<file path="src/rtl/param_read_pkg.sv">
// Shared types and widths for the parameter read scheduler.
package param_read_pkg;
  localparam int MAX_CH = 8;
  localparam int ADDR_W = 8;
  localparam int DATA_W = 32;

  typedef enum logic [1:0] {
    IDLE,
    REQ,
    COMMIT
  } state_t;
endpackage

</file>
<file path="src/rtl/r_busif.sv">
// Simple read bus: master drives addr/valid, slave returns data/ready.
interface r_busif;
  logic [param_read_pkg::ADDR_W-1:0] addr;
  logic                              valid;
  logic [param_read_pkg::DATA_W-1:0] data;
  logic                              ready;

  modport master(output addr, valid, input data, ready);
  modport slave(input addr, valid, output data, ready);
endinterface

</file>
<file path="src/rtl/param_interval_tmr.sv">
// Purpose: per-channel refresh interval counter with a latched pending request.
// Latency: pending rises one cycle after expiry or a refresh pulse.
// Backpressure: counter holds while the request is pending or the channel is bursting.
module param_interval_tmr #(
  parameter int unsigned INTERVAL = 100
) (
  input  logic clk,
  input  logic rstn,
  input  logic refresh,
  input  logic grant,
  input  logic busy,
  output logic pending
);
  localparam int W = $clog2(INTERVAL);
  localparam logic [W-1:0] LAST = W'(INTERVAL - 1);

  logic [W-1:0] cnt;
  logic         run;
  logic         expire;

  assign run    = !pending && !busy;
  assign expire = run && (cnt == LAST);

  always_ff @(posedge clk or negedge rstn) begin
    if (!rstn) begin
      cnt     <= '0;
      pending <= 1'b0;
    end else begin
      if (run) cnt <= expire ? '0 : cnt + 1'b1;
      // a new request on the grant cycle stays latched for the next round
      pending <= refresh | expire | (pending & ~grant);
    end
  end
endmodule

</file>
<file path="src/rtl/param_read_sched.sv">
// Purpose: round-robin scheduler reading per-channel parameter bursts and committing them atomically.
// Latency: valid rises one cycle after grant; param/upd update one cycle after the last word.
// Backpressure: valid holds while ready is low, aborting with err after TIMEOUT stalled cycles.
module param_read_sched
  import param_read_pkg::*;
#(
  parameter int                              NUM_CH    = 2,
  parameter int                              MAX_WORDS = 4,
  parameter logic [NUM_CH-1:0][31:0]         INTERVAL  = {32'd1000000, 32'd100},
  parameter logic [NUM_CH-1:0][ADDR_W-1:0]   BASE_ADDR = {8'h04, 8'h00},
  parameter logic [NUM_CH-1:0][3:0]          NUM_WORDS = {4'd3, 4'd1},
  parameter int                              TIMEOUT   = 255
) (
  input  logic                                        clk,
  input  logic                                        rstn,
  r_busif.master                                      r_m,
  input  logic                                        enable,
  input  logic [NUM_CH-1:0]                           refresh,
  output logic [NUM_CH-1:0][MAX_WORDS-1:0][DATA_W-1:0] param,
  output logic [NUM_CH-1:0]                           upd,
  output logic [NUM_CH-1:0]                           err,
  input  logic [NUM_CH-1:0]                           err_clr
);
  localparam int CW = (NUM_CH > 1) ? $clog2(NUM_CH) : 1;
  localparam int WW = (MAX_WORDS > 1) ? $clog2(MAX_WORDS) : 1;

  state_t                           state, state_nxt;
  logic [CW-1:0]                    cur_ch, last_ch, sel_ch, cand;
  logic [WW-1:0]                    widx;
  logic [15:0]                      tcnt;
  logic [MAX_WORDS-1:0][DATA_W-1:0] stage;
  logic [NUM_CH-1:0]                pending, grant_vec, busy_vec;
  logic                             any_pend, grant_go, xfer, last_word, tmo;

  assign xfer      = r_m.valid && r_m.ready;
  assign last_word = (4'(widx) == NUM_WORDS[cur_ch] - 4'd1);
  assign tmo       = r_m.valid && !r_m.ready && (tcnt == 16'(TIMEOUT - 1));

  for (genvar i = 0; i < NUM_CH; i++) begin : g_tmr
    param_interval_tmr #(.INTERVAL(INTERVAL[i])) u_tmr (
      .clk    (clk),
      .rstn   (rstn),
      .refresh(refresh[i]),
      .grant  (grant_vec[i]),
      .busy   (busy_vec[i]),
      .pending(pending[i])
    );
  end

  // walk downward so the channel nearest after last_ch wins
  always_comb begin
    sel_ch   = '0;
    cand     = '0;
    any_pend = 1'b0;
    for (int k = NUM_CH; k >= 1; k--) begin
      cand = CW'((int'(last_ch) + k) % NUM_CH);
      if (pending[cand]) begin
        sel_ch   = cand;
        any_pend = 1'b1;
      end
    end
  end

  always_comb begin
    state_nxt = state;
    grant_go  = 1'b0;
    case (state)
      IDLE:    if (enable && any_pend) begin
                 grant_go  = 1'b1;
                 state_nxt = REQ;
               end
      REQ:     if (tmo) state_nxt = IDLE;
               else if (xfer && last_word) state_nxt = COMMIT;
      COMMIT:  state_nxt = IDLE;
      default: state_nxt = IDLE;
    endcase
  end

  always_comb begin
    grant_vec         = '0;
    busy_vec          = '0;
    grant_vec[sel_ch] = grant_go;
    busy_vec[cur_ch]  = (state != IDLE);
  end

  always_ff @(posedge clk or negedge rstn) begin
    if (!rstn) state <= IDLE;
    else       state <= state_nxt;
  end

  always_ff @(posedge clk or negedge rstn) begin
    if (!rstn) begin
      r_m.valid <= 1'b0;
      r_m.addr  <= '0;
      cur_ch    <= '0;
      last_ch   <= CW'(NUM_CH - 1);
      widx      <= '0;
      tcnt      <= '0;
      stage     <= '0;
      param     <= '0;
      upd       <= '0;
      err       <= '0;
    end else begin
      upd <= '0;
      err <= err & ~err_clr;
      case (state)
        IDLE: if (grant_go) begin
          cur_ch    <= sel_ch;
          last_ch   <= sel_ch;
          widx      <= '0;
          tcnt      <= '0;
          stage     <= '0;
          r_m.valid <= 1'b1;
          r_m.addr  <= BASE_ADDR[sel_ch];
        end
        REQ: begin
          if (xfer) begin
            stage[widx] <= r_m.data;
            tcnt        <= '0;
            if (last_word) begin
              r_m.valid <= 1'b0;
            end else begin
              widx     <= widx + 1'b1;
              r_m.addr <= r_m.addr + 1'b1;
            end
          end else if (tmo) begin
            r_m.valid   <= 1'b0;
            err[cur_ch] <= 1'b1;
          end else if (r_m.valid) begin
            tcnt <= tcnt + 16'd1;
          end
        end
        COMMIT: begin
          param[cur_ch] <= stage;
          upd[cur_ch]   <= 1'b1;
        end
        default: ;
      endcase
    end
  end
endmodule

</file>
<file path="src/flat_wrapper.sv">
// flat-port wrapper written by rule: the top's interface ports become plain ports
module param_read_sched_flat import param_read_pkg::*;
#(
  parameter int                              NUM_CH    = 2,
  parameter int                              MAX_WORDS = 4,
  parameter logic [NUM_CH-1:0][31:0]         INTERVAL  = {32'd1000000, 32'd100},
  parameter logic [NUM_CH-1:0][ADDR_W-1:0]   BASE_ADDR = {8'h04, 8'h00},
  parameter logic [NUM_CH-1:0][3:0]          NUM_WORDS = {4'd3, 4'd1},
  parameter int                              TIMEOUT   = 255
)
  (clk, rstn, enable, refresh, param, upd, err, err_clr, r_m_addr, r_m_valid, r_m_data, r_m_ready);
  r_busif r_m_i ();
  input  logic clk;
  input  logic rstn;
  input  logic enable;
  input  logic [NUM_CH-1:0] refresh;
  output logic [NUM_CH-1:0][MAX_WORDS-1:0][DATA_W-1:0] param;
  output logic [NUM_CH-1:0] upd;
  output logic [NUM_CH-1:0] err;
  input  logic [NUM_CH-1:0] err_clr;
  output wire logic [$bits(r_m_i.addr)-1:0] r_m_addr;
  output wire logic [$bits(r_m_i.valid)-1:0] r_m_valid;
  input wire logic [$bits(r_m_i.data)-1:0] r_m_data;
  input wire logic [$bits(r_m_i.ready)-1:0] r_m_ready;
  assign r_m_addr = r_m_i.addr;
  assign r_m_valid = r_m_i.valid;
  assign r_m_i.data = r_m_data;
  assign r_m_i.ready = r_m_ready;
  param_read_sched #(.NUM_CH(NUM_CH), .MAX_WORDS(MAX_WORDS), .INTERVAL(INTERVAL), .BASE_ADDR(BASE_ADDR), .NUM_WORDS(NUM_WORDS), .TIMEOUT(TIMEOUT)) u_core (.clk(clk), .rstn(rstn), .r_m(r_m_i), .enable(enable), .refresh(refresh), .param(param), .upd(upd), .err(err), .err_clr(err_clr));
endmodule
</file>
<file path="config.mk">
export PLATFORM = sky130hd
export DESIGN_NAME = param_read_sched_flat
export DESIGN_NICKNAME = d
export VERILOG_FILES = /design/src/rtl/param_read_pkg.sv /design/src/rtl/r_busif.sv /design/src/rtl/param_interval_tmr.sv /design/src/rtl/param_read_sched.sv /design/src/flat_wrapper.sv
export SDC_FILE = /design/constraint.sdc
export NUM_CORES = 1
export LEC_CHECK = 0
export ABC_AREA = 1
export CORE_UTILIZATION = 48
export CTS_BUF_LIST = sky130_fd_sc_hd__clkbuf_8 sky130_fd_sc_hd__clkbuf_16
export DETAILED_ROUTE_END_ITERATION = 16
export PLACE_DENSITY = 0.76
export SKIP_LAST_GASP = 1
export SLEW_MARGIN = 5
export SYNTH_ARGS = -nofsm -noshare
export SYNTH_HDL_FRONTEND = slang
export SYNTH_SLANG_ARGS = --single-unit
</file>
<file path="constraint.sdc">
create_clock -name clk -period 1.7 [get_ports clk]
set_clock_uncertainty 0.15 [all_clocks]
set_input_delay 0.425 -clock clk [delete_from_list [all_inputs] [get_ports clk]]
set_output_delay 0.425 -clock clk [all_outputs]
set_load 0.03 [all_outputs]
</file>
After elaboration in Yosys (flattened, before gate mapping):

Index checks and enable logic that the tools add are counted.

* add/subtract/negate cells: 8
* $lt $le $gt $ge: 8
* eq/ne operators: 15
* bitwise gates (word level): 13
* mux-type cells: 55
* reductions and logical operators: 26

Operator list (count)
* $mux W128: 3
* $bwmux W256: 1
* $pmux W128 S2: 1
* $bwmux W128: 1
* $demux W128 S1: 1
* $demux W32 S2: 1
* $mux W16: 4
* $mux W32: 1
* $mux W8: 4
* $pmux W16 S2: 1
* $mux W2: 11
* $add A20 B1 Y20 const B: 1
* $eq A20 B20 Y1 const B: 1
* $mux W20: 1
* $add A16 B1 Y16 const B: 1
* $eq A16 B8 Y1 const B: 1
* $mux W1: 16
* $pmux W8 S2: 1
* $logic_and A1 B1 Y1: 12
* $reduce_and A4 Y1: 3
* $ne A3 B1 Y1 const B: 3
* $add A8 B1 Y8 const B: 1
* $lt A1 B2 Y1 const B: 4
* $pmux W2 S2: 2
* 31 further kinds: 49

* register bits: 448
* bits of input ports: 40

Logic depth before layout (Yosys ltp):

Gate-level depths: netlist of run 1.

* depth after elaboration: 13
* depth in mapped cells: 10

Hierarchy:

Synthesis of run 1 repeated with hierarchy kept, for this count alone.

* cells, all modules: 1929
* area total of the unflattened synthesis: 17782.1 um^2

By module, submodules not included
* param_read_sched: times used 1, area an instance 16052.9 um^2, cells each 1698
* param_interval_tmr at u_core.g_tmr[1].u_tmr: times used 1, area an instance 1303.8 um^2, cells each 179
* param_interval_tmr at u_core.g_tmr[0].u_tmr: times used 1, area an instance 425.4 um^2, cells each 52

Worst setup path before layout of run 1:

No wires, ideal clock.

* kind: register to register
* start: register u_core.tcnt[0]
* end: register u_core.tcnt[4]
* clock period less this slack: 1713 ps
* slack: -13 ps
* stages on the path, launching flop included: 11
* arrival time: 1445 ps
* data required time: 1433 ps
* cell sequence: dfrtp_1 -> inv_1 -> ha_1 -> nand3_1 -> nor3_2 -> nand3_2 -> nand3_2 -> nand2_4 -> buf_6 -> nand2_1 -> nand2_1

* longest elaborated chain between the ends: 5
* elaborated cells between the ends (all ways): 9
* classes of those cells: add/sub: 1; eq/ne: 2; mux: 4; reduce/logical: 2

Ends and longest elaborated chain
* start, declared: RTL line param_read_sched.sv:30 `logic [15:0] tcnt;`
* start signal, assigned: RTL line param_read_sched.sv:130 `tcnt <= tcnt + 16'd1;`
* $add A16 B1 Y16: RTL line param_read_sched.sv:130
* $mux W16: RTL line param_read_sched.sv:129 `end else if (r_m.valid) begin`
* $mux W16: RTL line param_read_sched.sv:126 `end else if (tmo) begin`
* $mux W16: RTL line param_read_sched.sv:117 `if (xfer) begin`
* $pmux W16 S2: RTL line param_read_sched.sv:106 `case (state)`

Parallel ways exist; a longest one is shown, timed or not. The select of a mux whose other input is x is not followed.
A chain may end at the register's enable or synchronous reset.

Final worst setup path of run 1:

* start: register u_core.state[1]
* end: register u_core.stage[45] (netlist bit)

* longest elaborated chain between the ends: 4
* elaborated cells between the ends (all ways): 8
* classes of those cells: eq/ne: 3; mux: 2; reduce/logical: 3

Ends and longest elaborated chain
* start, declared: RTL line param_read_sched.sv:27 `state_t state, state_nxt;`
* start signal, assigned: RTL line param_read_sched.sv:88 `else state <= state_nxt;`
* $logic_not A2 Y1: RTL line param_read_sched.sv:67, param_read_sched.sv:106
* $mux W1: RTL line param_read_sched.sv:67 `case (state)`
* $ne A2 B1 Y1 (no source line)
* $reduce_and A3 Y1 (no source line)
* end signal, assigned by index: RTL line param_read_sched.sv:118 `stage[widx] <= r_m.data;`
* end, declared: RTL line param_read_sched.sv:31 `logic [MAX_WORDS-1:0][DATA_W-1:0] stage;`

Parallel ways exist; a longest one is shown, timed or not.

==> flow_results.org, run 1 <==
** Run status
- Run status :: complete, but fails checks
- The final reports fail on setup timing.

** Synth
- Synthesis produced a netlist with a net count of 1988.
- Post-Syn Instances :: 1939
- Post-synth design cell area :: 17800 um^2
- After synthesis, the share of flip-flops with an asynchronous set or reset is 100%.
- Cell variety after synth :: 36
- Yosys printed 0 warnings.
- The average instance in the mapped netlist occupies 9.19 um^2.
- Top post-synthesis cells by area :: dfrtp_1, nand2_1, o21ai_0
- EDFF count, synth :: 0
- Top_reg_cell synth :: dfrtp_1
- Summing the sequential cell areas from Yosys gives 63.0% of the chip area.
- Share of the synthesized area in the top cell type :: 62.8%
- Synthesis inferred 448 register bits.
- Post-synthesis cell type with the largest combined area :: dfrtp_1

** Worst setup path
- STA puts the critical path data required time at 1970 ps.
- Of all nets on the critical path, the largest fanout is 8.
- Timing endpoint of the critical path :: u_core.stage[45]
- Across all register-to-register paths, the minimum setup slack is -180 ps.
- The critical path starts at u_core.state[1].
- Crit Reg-Reg Endpoint :: u_core.stage[45]
- Setup crit end kind :: register
- Depth of the worst register-to-register path :: 11
- The critical path is of the register to register type.
- CP Launch Type :: register
- The worst register-to-register path begins at u_core.state[1].
- STA puts the critical path data arrival time at 2150 ps.

** CTS
- Clock tree buffer depth :: 3
- Latest clock arrival within the worst-skew pair :: 560 ps
- TritonCTS built the clock tree.
- The tree is rooted in a clkbuf_16.
- TritonCTS sink count :: 448
- Level count of the clock H-tree :: 2
- Inserted Clock Buffers :: 45
- Clock-pin slew on the worst setup and hold paths :: 60 ps

** Floorplanning
- The total area inside the core boundary comes to 36500 um^2.
- From left edge to right edge, the die measures 195 um.
- The die covers 37900 um^2.
- Starting density of the core :: 48.8%
- Pin placement for this block handled 309 I/O pins.
- Cell row count :: 70
- Die Y-Extent :: 195 um

** Timing
- The final max-slew violation count was 0.
- Setup repair after global routing could not meet its margin everywhere.
- Derived from the worst setup path, the maximum achievable clock frequency is 0.532 GHz.
- After layout, the minimum clock period comes to 1880 ps.
- Endpoints failing hold :: 0
- Fin crit share :: 110%
- Headroom to the max-slew limit came out at 74.1%.
- Setup violations remaining at the end of the flow were counted as 411.
- Transition time at the pin with the least slew margin :: 387 ps
- Final critical-path setup slack :: -178 ps

** Routing
- Post-detailed-route count of antenna-violating nets :: 0
- For this run, design rule violations remaining after detail routing come to 0.
- Iteration-0 DRC count of the detailed router :: 1510
- Total wirelength of the detailed-routed design :: 59.6 mm
- After detailed routing, the number of vias per cell comes to 5.53.
- DR vias :: 16100
- In the final routed layout, each cell accounts on average for 20.4 um.
- For this run, the detailed router's first-pass iteration total came to 5.

** Flow run
- Number of max-capacitance violations reported :: 0

** Power and ir drop
- In this run, flip-flops and latches consume 35.0% of the power.
- Maximum vdd drop :: 1.07 mV
- The clock network accounts for 24.5% of the total power.
- Power spread over the standard cell area amounts to 1700 nW/um^2.
- In this run the static leakage power is 12.5 nW.
- Cell internal power was estimated by the tool at 27.7 mW.
- Share of total power consumed by net switching :: 37.7%
- Logic gate share of total power :: 40.5%
- Total power for the finished layout comes to 44.4 mW.
- Switching Power :: 16.8 mW

** Final layout
- Final Non-Filler Cells :: 2915
- Cells with a size suffix above 1 make up 29.1% of the layout.
- From synthesis to final layout, the design area changed by 46.9%.
- Layout Nets :: 2462

** Global route
- Global Route Usage Sum :: 28.9%
- Pin count of the biggest net entering global routing :: 73
- Via count of the first global-routing pass :: 15500
- First-pass GRT wire length :: 85.6 mm
- After global routing the overflow that remains totals 0.
- Number of antenna violations at the first check in global routing :: 2

** Placement
- Routability-driven placement finished with a final weighted congestion of 0.853.
- Port buffering added 308 buffers.
- Total half-perimeter wirelength after legalization and detailed placement :: 36.3 mm
- Once placement completed, the tool counted placed cells totaling 2723.

** Min path
- The min-delay analysis places its worst path in the category primary input to async pin.
[synthesized netlist by cell type (3+ instances only)]
cell,instances
nor3_1,14
a21oi_1,15
xnor2_1,3
dfrtp_1,447
nand4_1,18
or2_2,5
o21ai_2,4
buf_2,28
o21ai_0,361
buf_4,3
o21ai_1,41
o21bai_1,3
nand3_1,60
ha_1,9
xor2_1,10
nor3_2,4
inv_1,194
clkbuf_1,61
inv_2,4
nor2_1,77
nand2_1,558
[registers in the layout, summed over array words and instances (netlist names)]
register                    flops
u_core.last_ch                  1
u_core.err                      2
u_core.tcnt                    16
u_core.param                  256
u_core.g_tmr.u_tmr.cnt         27
u_core.widx                     2
u_core.state                    2
u_core.stage                  128
u_core.r_m.addr                 8
u_core.upd                      2
u_core.g_tmr.u_tmr.pending      2
u_core.cur_ch                   1
u_core.r_m.valid                1
[cells by family after synthesis]
kind of cell,count (synthesis),share of synthesized area [%]
and+or+nand+nor,746,17.0
DFF,448,63.0
AOI/OAI and AO/OA,431,12.3
buffers and inverters,292,6.46
xor gates and xnor gates,13,0.639
adders and majority gates,9,0.632
[what timing repair did]
action | 4_1_cts | 5_1_grt
endpoints found under the hold margin | 317 | 0
pin swaps | 13 | 23
setup buffers | 60 | 22
setup endpoints to repair | 423 | 622
gates cloned | 9 | 22
hold buffers | 1 | 0
gates resized for setup | 1535 | 224
[worst min-delay path by stage]
stage	slack, ps	to	startpoint	cells after the start
finish	220	u_core.param[43]	rstn	2
global route	200	u_core.param[16]	rstn	2
CTS	180	u_core.param[43]	rstn	2
detailed placement	160	u_core.param[43]	rstn	1
global placement	160	u_core.param[16]	rstn	1
floorplan	-20	u_core.cur_ch	rstn	0
[cell usage in the layout, fill, tap and decap left out, types with 5 or more instances in the layout]
master           netlist  layout
o21ai_2                4      20
clkbuf_16              0      65
buf_6                  1     146
nand2_1              558     496
buf_16                 0      10
dfrtp_2                0      10
o21ai_0              361     293
bufinv_16              0       8
nand3_1               60      48
buf_12                 0      63
nor3_2                 4       6
nand4_1               18      18
nand3_2                2      11
clkdlybuf4s50_1        0      38
nor2_4                 2       5
nand2_2                1      37
nor3_1                14       9
dfrtp_1              447     437
clkbuf_8               0      11
buf_4                  3     183
xor2_1                10      10
inv_1                194     194
nor2_2                 1       6
ha_1                   9       5
buf_2                 28      52
nand2_4                1      25
a21oi_1               15      13
or2_2                  5       5
o21ai_1               41      89
nor2_1                77      69
inv_2                  4       9
[through the flow]
step	util, %	hold WS, ps	worst slack [ps]	TNS (ps)	instance area [um^2]
floorplan	-	-20.6	-10.8	-105	17800
global placement	61.8	157	-477	-66580	22600
detailed placement	61.8	157	-544	-72170	22600
CTS	68.2	181	-105	-7080	24900
global route	71.6	200	-235	-56690	26200
finish	71.6	216	-178	-30130	26200
[worst max-delay path: stages (launching register included)]
cell and delay, ps:
dfrtp_1 400, inv_2 70, buf_6 140, nand2_8 90, nor2_4 50, nor2_4 150, buf_12 130, o21ai_4 70
buf_12 150, clkbuf_16 160, nand2_1 70, o21ai_0 100
[layout make-up]
| type | instances | area, um^2 |
|---|---|---|
| antenna | 2 | 5.00 |
| clock buffer | 58 | 1330 |
| clock inverter | 21 | 308 |
| fill | 2504 | 10400 |
| inverter | 198 | 796 |
| multi-input combinational | 1200 | 6120 |
| sequential | 448 | 11200 |
| tap | 468 | 586 |
| timing repair buffer | 516 | 5750 |
| timing repair inverter | 4 | 45.0 |
[routing by layer]
metal,GRT usage (%),vias up,wire length (um)
met5,0,-,0
met1,37.9,8021,23700
li1,-,7176,-
met4,8.85,0,1820
met2,48.5,778,29500
met3,5.57,131,4530
[power by group through the flow]
stage               Clock [mW]  Combinational [mW]  Sequential [mW]
floorplan                    0                4.20             17.7
global placement             0                13.6             15.3
detailed placement           0                13.9             15.3
CTS                       10.9                15.7             15.3
global route              11.4                18.9             15.8
finish                    10.9                18.0             15.6
Note: power is estimated with default switching activity, not from simulation.
==> inputs of run 2 (changes only) <==
Settings changed: CORE_UTILIZATION 48 to 53, PLACE_DENSITY 0.76 to 0.8, SETUP_SLACK_MARGIN set to 0.02.
Clock period 1.7 ns to 2.11 ns, I/O delays scaled along.
==> flow_results.org, run 2 (synthesized netlist as in run 1, its figures left out) <==
** Routing
- The total wirelength of the detailed-routed design came to 49.0 mm (was 59.6 mm).
- DRC violation count after routing :: 0 (unchanged)
- Met1 wire length :: 20.1 mm (was 23.7 mm)
- Post-detailed-route count of antenna-violating nets :: 0 (unchanged)
- The violation count after the first detailed-routing iteration came to 1058 (was 1510).
- Via density per instance :: 5.38 (was 5.53)
- DR vias :: 14700 (was 16100)
- Top sig layer :: met5 (was met4)
- The wire length on met3 came to 3.61 mm (was 4.53 mm).
- The post-detailed-route wirelength per cell was 17.9 um (was 20.4 um).
- First-pass iteration count of the detailed router :: 5 (unchanged)
- The met2 layer wire length in the routed design is 23.2 mm (was 29.5 mm).

** Placement
- The placed wire-length estimate after detailed placement came to 34.9 mm (was 36.3 mm).
- Worst slack at placement :: -257 ps (was -544 ps)
- Cell area reported after detailed placement :: 21900 um^2 (was 22600 um^2)
- Final Wtd Congestion :: 0.874 (was 0.853)
- The quantity of I/O buffers inserted on ports came to 308 (unchanged).
- Placed cells :: 2654 (was 2723)

** Worst setup path
- Critical path's top delay family :: flip-flops (was buffers and inverters)
- The total buffers and inverters traversed by the critical path is 1 (was 5).
- The critical path's largest stage delay was 420 ps (was 400 ps).
- CP Max Fanout :: 2 (was 8)
- Cell-by-cell listing of the critical path: clkdlybuf4s15_1 (was inv_2 -> buf_6 -> nand2_8 -> nor2_4 -> nor2_4 -> buf_12 -> o21ai_4 -> buf_12 -> clkbuf_16 -> nand2_1 -> o21ai_0).
- The category of the critical setup timing path was register to output port (was register to register).
- The critical path's slowest cell is dfrtp_1 (unchanged).
- The data arrival at the endpoint of the critical path is 1380 ps (was 2150 ps).
- The nature of the critical path endpoint is an output port (was register).
- The critical path launch point type is a register (unchanged).
- Data required time at the worst endpoint :: 1430 ps (was 1970 ps)

** Final layout
- Post-route cell area :: 23000 um^2 (was 26200 um^2)
- Share of final-layout standard cells stronger than drive strength 1 :: 6.88% (was 29.1%)
- The number of flip-flops in the largest register came to 256 (unchanged).
- Highest-count cells in the layout ignoring fill and taps :: nand2_1, dfrtp_1, o21ai_0 (unchanged)
- The area growth from synthesis to layout is 29.1% (was 46.9%).
- The commonest non-fill, non-tap cell in the layout was nand2_1 (unchanged).
- Final design utilization :: 70.1% (was 71.6%)
- Layout Nets :: 2309 (was 2462)
- The filler-free cell count of the finished design was 2740 (was 2915).
- The number of fill cells is 2528 (was 2504).
- Largest registers :: u_core.param: 256 flops, u_core.stage: 128 flops, u_core.g_tmr.u_tmr.cnt: 27 flops (unchanged)
- The register containing the most flip-flops in the final layout was u_core.param (unchanged).

** Timing
- The number of endpoints failing setup at the final stage is 0 (was 411).
- Setup TNS :: 0 ps (was -30130 ps)
- The count of final hold-check violations came to 0 (unchanged).
- Dividing the final minimum period by the clock period gives 97.3%.
- Transition time at the pin with the least slew margin :: 549 ps (was 387 ps)
- Derived from the worst setup path, the maximum achievable clock frequency is 0.487 GHz.
- Final slew viol count :: 0 (unchanged)
- The final worst-path setup slack is 56.3 ps (was -178 ps).
- The tightest slew margin relative to the limit was 63.3% (was 74.1%).
- Unrepaired setup endpoints after global routing: true (unchanged).
- The minimum hold slack came to 328 ps (was 216 ps).
- After layout, the minimum clock period comes to 2050 ps.

** Floorplanning
- The initial standard-cell utilization of the core is 54.3% (was 48.8%).
- Die Y-Extent :: 185 um (was 195 um)
- Die area :: 34300 um^2 (was 37900 um^2)
- The number of top-level pins is 309 (unchanged).
- Core footprint :: 32800 um^2 (was 36500 um^2)
- The count of standard-cell rows is 66 (was 70).
- The overall die width was 185 um (was 195 um).

** CTS
- Clock tree buffer depth :: 3 (unchanged)
- TritonCTS sink count :: 448 (unchanged)
- The clock tree root driver cell is clkbuf_16 (unchanged).
- The clock tree from TritonCTS was built (unchanged).
- Level count of the clock H-tree :: 2 (unchanged)
- The clock latency at the later pin of the worst-skew pair was 540 ps (was 560 ps).
- The total clock buffers created by CTS came to 45 (unchanged).
- Post-CTS setup-driven buffer insertion count :: 0 (was 60)
- Clock-pin slew on the worst setup and hold paths :: 60 ps (about the same)

** Power and ir drop
- Total power density per cell area :: 1280 nW/um^2 (was 1700 nW/um^2)
- The total power came to 29.5 mW (was 44.4 mW).
- Leak :: 11.6 nW (was 12.5 nW)
- The highest ir drop seen on vdd came to 0.678 mV (was 1.07 mV).

** Run status
- Run status :: complete, no violations (was complete, but fails checks)

** Global route
- Pin count of the biggest net entering global routing :: 66 (was 73)
- Aggregate global routing overflow :: 0 (unchanged)
- The initial antenna violation count is 2 (unchanged).
- Via count of the first global-routing pass :: 14500 (was 15500)
- Global Route Usage Sum :: 29.2% (was 28.9%)
- The wire length of the first global-routing pass came to 78.0 mm (was 85.6 mm).

** Flow run
- Number of max-capacitance violations reported :: 0 (unchanged)

** Min path
- Min-delay worst type :: register to register (was primary input to async pin)
-- run 2: changes by cell type in the layout (fill, tap and decap cells not counted), sizes merged --
cell | previous run | this run
bufinv | 8 | 3
inv | 209 | 214
dlygate4sd2 | 0 | 258
bufbuf | 1 | 0
clkinv | 6 | 8
diode | 2 | 3
nand2 | 561 | 560
clkdlybuf4s15 | 0 | 10
clkbuf | 76 | 52
buf | 458 | 60
clkinvlp | 0 | 4
-- run 2: path summary, 6_finish.rpt --
check | slack [ps] | startpoint | cells after the start | to
worst max register to register | 140 | u_core.widx[1] | 4 | u_core.stage[5]
worst min register to register | 330 | u_core.param[21] | 2 | u_core.param[21]
min in group asynchronous | 340 | rstn | 2 | u_core.param[172]
worst min-delay path | 330 | u_core.param[21] | 2 | u_core.param[21]
worst max-delay path | 60 | u_core.param[17] | 1 | param[17]
max in group asynchronous | 710 | rstn | 4 | u_core.param[191]
-- run 2: final cells by class --
cell class	count	area [um^2]	share of cell area, %
sequential	448	11200	48.8
multi-input combinational	1199	5480	23.8
timing repair buffer	368	3540	15.4
clock buffer	51	1210	5.26
inverter	198	757	3.29
tap	442	553	2.41
clock inverter	31	235	1.02
antenna	3	7.51	0.0326
-- run 2: repair_timing --
item	CTS	global route
cloned	0	0
gates resized for setup	273	10
endpoints found under the setup margin	269	39
hold endpoints to repair	25	0
hold buffers	1	0
-- run 2: power by group --
group	internal, mW	switching [mW]
logic	3.00	6.65
registers	10.7	1.44
clock network	4.48	3.32
total	18.1	11.4
-- run 2: metal layers --
| layer | track usage, % | vias to the layer above |
|---|---|---|
| li1 | - | 6852 |
| met1 | 38.3 | 7161 |
| met2 | 47.5 | 595 |
| met3 | 5.72 | 121 |
| met4 | 12.9 | 2 |
| met5 | 0 | - |
==> inputs of run 3 (changes only) <==
Settings changed: GPL_TIMING_DRIVEN set to 0.
==> flow_results.org, run 3 (synthesized netlist as in run 1, its figures left out) <==
** Routing
- Wire length per cell after detailed routing :: 19.4 um (was 17.9 um)
- The post-detailed-route count of antenna-violating nets came to 0 (unchanged).
- Via density per instance :: 5.47 (was 5.38)
- The count of TritonRoute iterations in the first routing pass came to 5 (unchanged).
- The remaining routing DRC violations was 0 (unchanged).
- The violation count after the first detailed-routing iteration is 1274 (was 1058).
- Total wirelength of the detailed-routed design :: 53.9 mm (was 49.0 mm)
- The total number of vias came to 15200 (was 14700).

** CTS
- The sink count of the clock tree is 448 (unchanged).
- The clock tree root driver cell is clkbuf_16 (unchanged).
- Latest clock arrival within the worst-skew pair :: 540 ps (about the same)
- CTS tree :: built (unchanged)
- The level count of the clock H-tree is 2 (unchanged).
- The clock tree buffer depth came to 3 (unchanged).
- The clock transition time at the flip-flop clock pins of the worst setup and hold paths came to 60 ps (about the same).
- Inserted Clock Buffers :: 45 (unchanged)

** Floorplanning
- The count of standard-cell rows is 66 (unchanged).
- The number of top-level pins was 309 (unchanged).
- The floorplan die height is 185 um (unchanged).
- Die boundary width :: 185 um (unchanged)
- Core footprint :: 32800 um^2 (unchanged)
- The initial standard-cell utilization of the core is 54.3% (unchanged).
- Die area :: 34300 um^2 (unchanged)

** Final layout
- Leading cell type in the layout, fill and taps excluded :: nand2_1 (unchanged)
- Layout Nets :: 2348 (was 2309)
- Share of final-layout standard cells stronger than drive strength 1 :: 7.28% (was 6.88%)
- The register containing the most flip-flops in the final layout was u_core.param (unchanged).
- Fill cells :: 2587 (was 2528)
- The number of flip-flops in the largest register was 256 (unchanged).
- The final cell area excluding filler cells was 22800 um^2 (was 23000 um^2).
- Highest-count cells in the layout ignoring fill and taps: nand2_1, dfrtp_1, o21ai_0 (unchanged).
- Area of combinational cells with multiple inputs :: 5490 um^2 (was 5480 um^2)
- Largest registers: u_core.param: 256 flops, u_core.stage: 128 flops, u_core.g_tmr.u_tmr.cnt: 27 flops (unchanged).
- The filler-free cell count of the finished design was 2778 (was 2740).
- The combined flip-flop and latch cell area came to 11200 um^2 (about the same).
- The utilization of the core after routing came to 69.7% (was 70.1%).
- The area growth from synthesis to layout was 28.2% (was 29.1%).

** Timing
- Fin Hold WS :: -143 ps (was 328 ps)
- Final slew viol count :: 0 (unchanged)
- The final worst-path setup slack came to 26.3 ps (was 56.3 ps).
- The upper clock frequency limit is 0.480 GHz (was 0.487 GHz).
- Relative slew slack :: 48.0% (was 63.3%)
- The transition time at the pin with the least slew margin came to 781 ps (was 549 ps).
- Setup Viol. Count Final :: 0 (unchanged)
- Fin crit share :: 98.8% (was 97.3%)
- The time the worst path needs with I/O delays and setup came to 2080 ps (was 2050 ps).
- Unrepaired setup endpoints after global routing :: true (unchanged)
- Endpoints failing hold :: 98 (was 0)

** Worst setup path
- CP Max Fanout :: 2 (unchanged)
- The critical path's largest stage delay came to 460 ps (was 420 ps).
- Cell-by-cell listing of the critical path: clkdlybuf4s15_1 (unchanged).
- The critical path's slowest cell is dfrtp_1 (unchanged).
- The required time of the critical path is 1430 ps (about the same).
- The depth of the most critical reg-to-reg path is 7 (was 4).
- The data arrival at the endpoint of the critical path came to 1410 ps (was 1380 ps).
- The total buffers and inverters traversed by the critical path is 1 (unchanged).
- The critical path launch point type is a register (unchanged).
- The worst flop-to-flop path endpoint was u_core.param[116] (was u_core.stage[5]).
- Critical register-to-register path startpoint :: u_core.state[1] (was u_core.widx[1])
- Class of the most critical setup path :: register to output port (unchanged)
- Setup crit end kind :: output port (unchanged)
- The largest delay contributor family on the critical path is flip-flops (unchanged).
- Register-to-register path setup slack :: 110 ps (was 140 ps)

** Placement
- Count of input and output buffers :: 308 (unchanged)
- The cell total after placement came to 2692 (was 2654).
- The weighted congestion reported at the end of routability-driven placement was 0.896 (was 0.874).
- The worst slack at placement came to -386 ps (was -257 ps).
- The instance area after placement was 21500 um^2 (was 21900 um^2).
- The placed wire-length estimate after detailed placement is 38.8 mm (was 34.9 mm).

** Power and ir drop
- The total leakage power came to 11.5 nW (was 11.6 nW).
- Maximum vdd drop :: 0.704 mV (was 0.678 mV)
- Total power density per cell area :: 1310 nW/um^2 (was 1280 nW/um^2)
- The total power came to 29.8 mW (was 29.5 mW).

** Run status
- The checks that failed: hold timing.
- Run status :: complete, but fails checks (was complete, no violations)

** Global route
- The overall global routing resource usage is 32.0% (was 29.2%).
- Aggregate global routing overflow :: 0 (unchanged)
- Number of antenna violations at the first check in global routing :: 1 (was 2)
- The largest net degree at the start of global routing was 120 (was 66).
- The wire length of the first global-routing pass is 83.2 mm (was 78.0 mm).
- The via count of the first global-routing pass came to 14800 (was 14500).

** Min path
- Min-delay worst type :: primary input to async pin (was register to register)

** Flow run
- The max-capacitance violation count was 0 (unchanged).
[run 3: area by class of cell]
class                      count  area share (%)
timing repair buffer         313            12.5
inverter                     198            3.25
antenna                        1          0.0110
clock inverter                29            1.26
buffer                        94            1.93
sequential                   448            49.1
multi-input combinational   1199            24.0
tap                          442            2.42
clock buffer                  54            5.47
[run 3: layer usage]
layer / up-vias / GRT usage, % / part of all wire [%] / wire length [um]
met1: 7490 / 42.0 / 40 / 21400
met2: 679 / 53.3 / 48 / 26000
met5: - / 0 / 0 / 0
met3: 100 / 7.22 / 9.4 / 5050
li1: 6929 / - / - / -
met4: 0 / 9.19 / 2.8 / 1500
[run 3: through the flow]
| step | hold WS, ps | TNS, ps |
|---|---|---|
| detailed placement | 319 | -68120 |
| floorplan | 81.9 | 0 |
| global route | -61.0 | -2.05 |
| global placement | 304 | -8291800 |
| finish | -143 | 0 |
| CTS | -93.6 | -9.22 |
[run 3: power breakdown]
| group | switching (mW) | internal [mW] | leakage, nW |
|---|---|---|---|
| clock | 3.39 | 4.84 | 0.796 |
| sequential | 1.46 | 10.7 | 6.18 |
| combinational | 6.79 | 2.70 | 4.55 |
| total | 11.6 | 18.2 | 11.5 |
[run 3: worst max path at each step]
stage                      start                      endpoint  slack [ps]  depth (start not counted)
2_1_floorplan     u_core.tcnt[0]                u_core.tcnt[4]         400                         10
3_3_place_gp                rstn  u_core.g_tmr[1].u_tmr.cnt[9]      -18480                          1
3_5_place_dp           r_m_ready             u_core.stage[107]        -390                          6
4_1_cts        u_core.param[190]                    param[190]          -9                          1
5_1_grt            u_core.cur_ch             u_core.param[133]          -2                          6
6_report       u_core.param[190]                    param[190]          30                          1
[run 3: what timing repair did]
item / CTS / global route
setup endpoints to repair: 311 / 203
endpoints found under the hold margin: 98 / 98
gates resized for setup: 279 / 69
buffers inserted: 0 / 2
pin swaps: 0 / 2
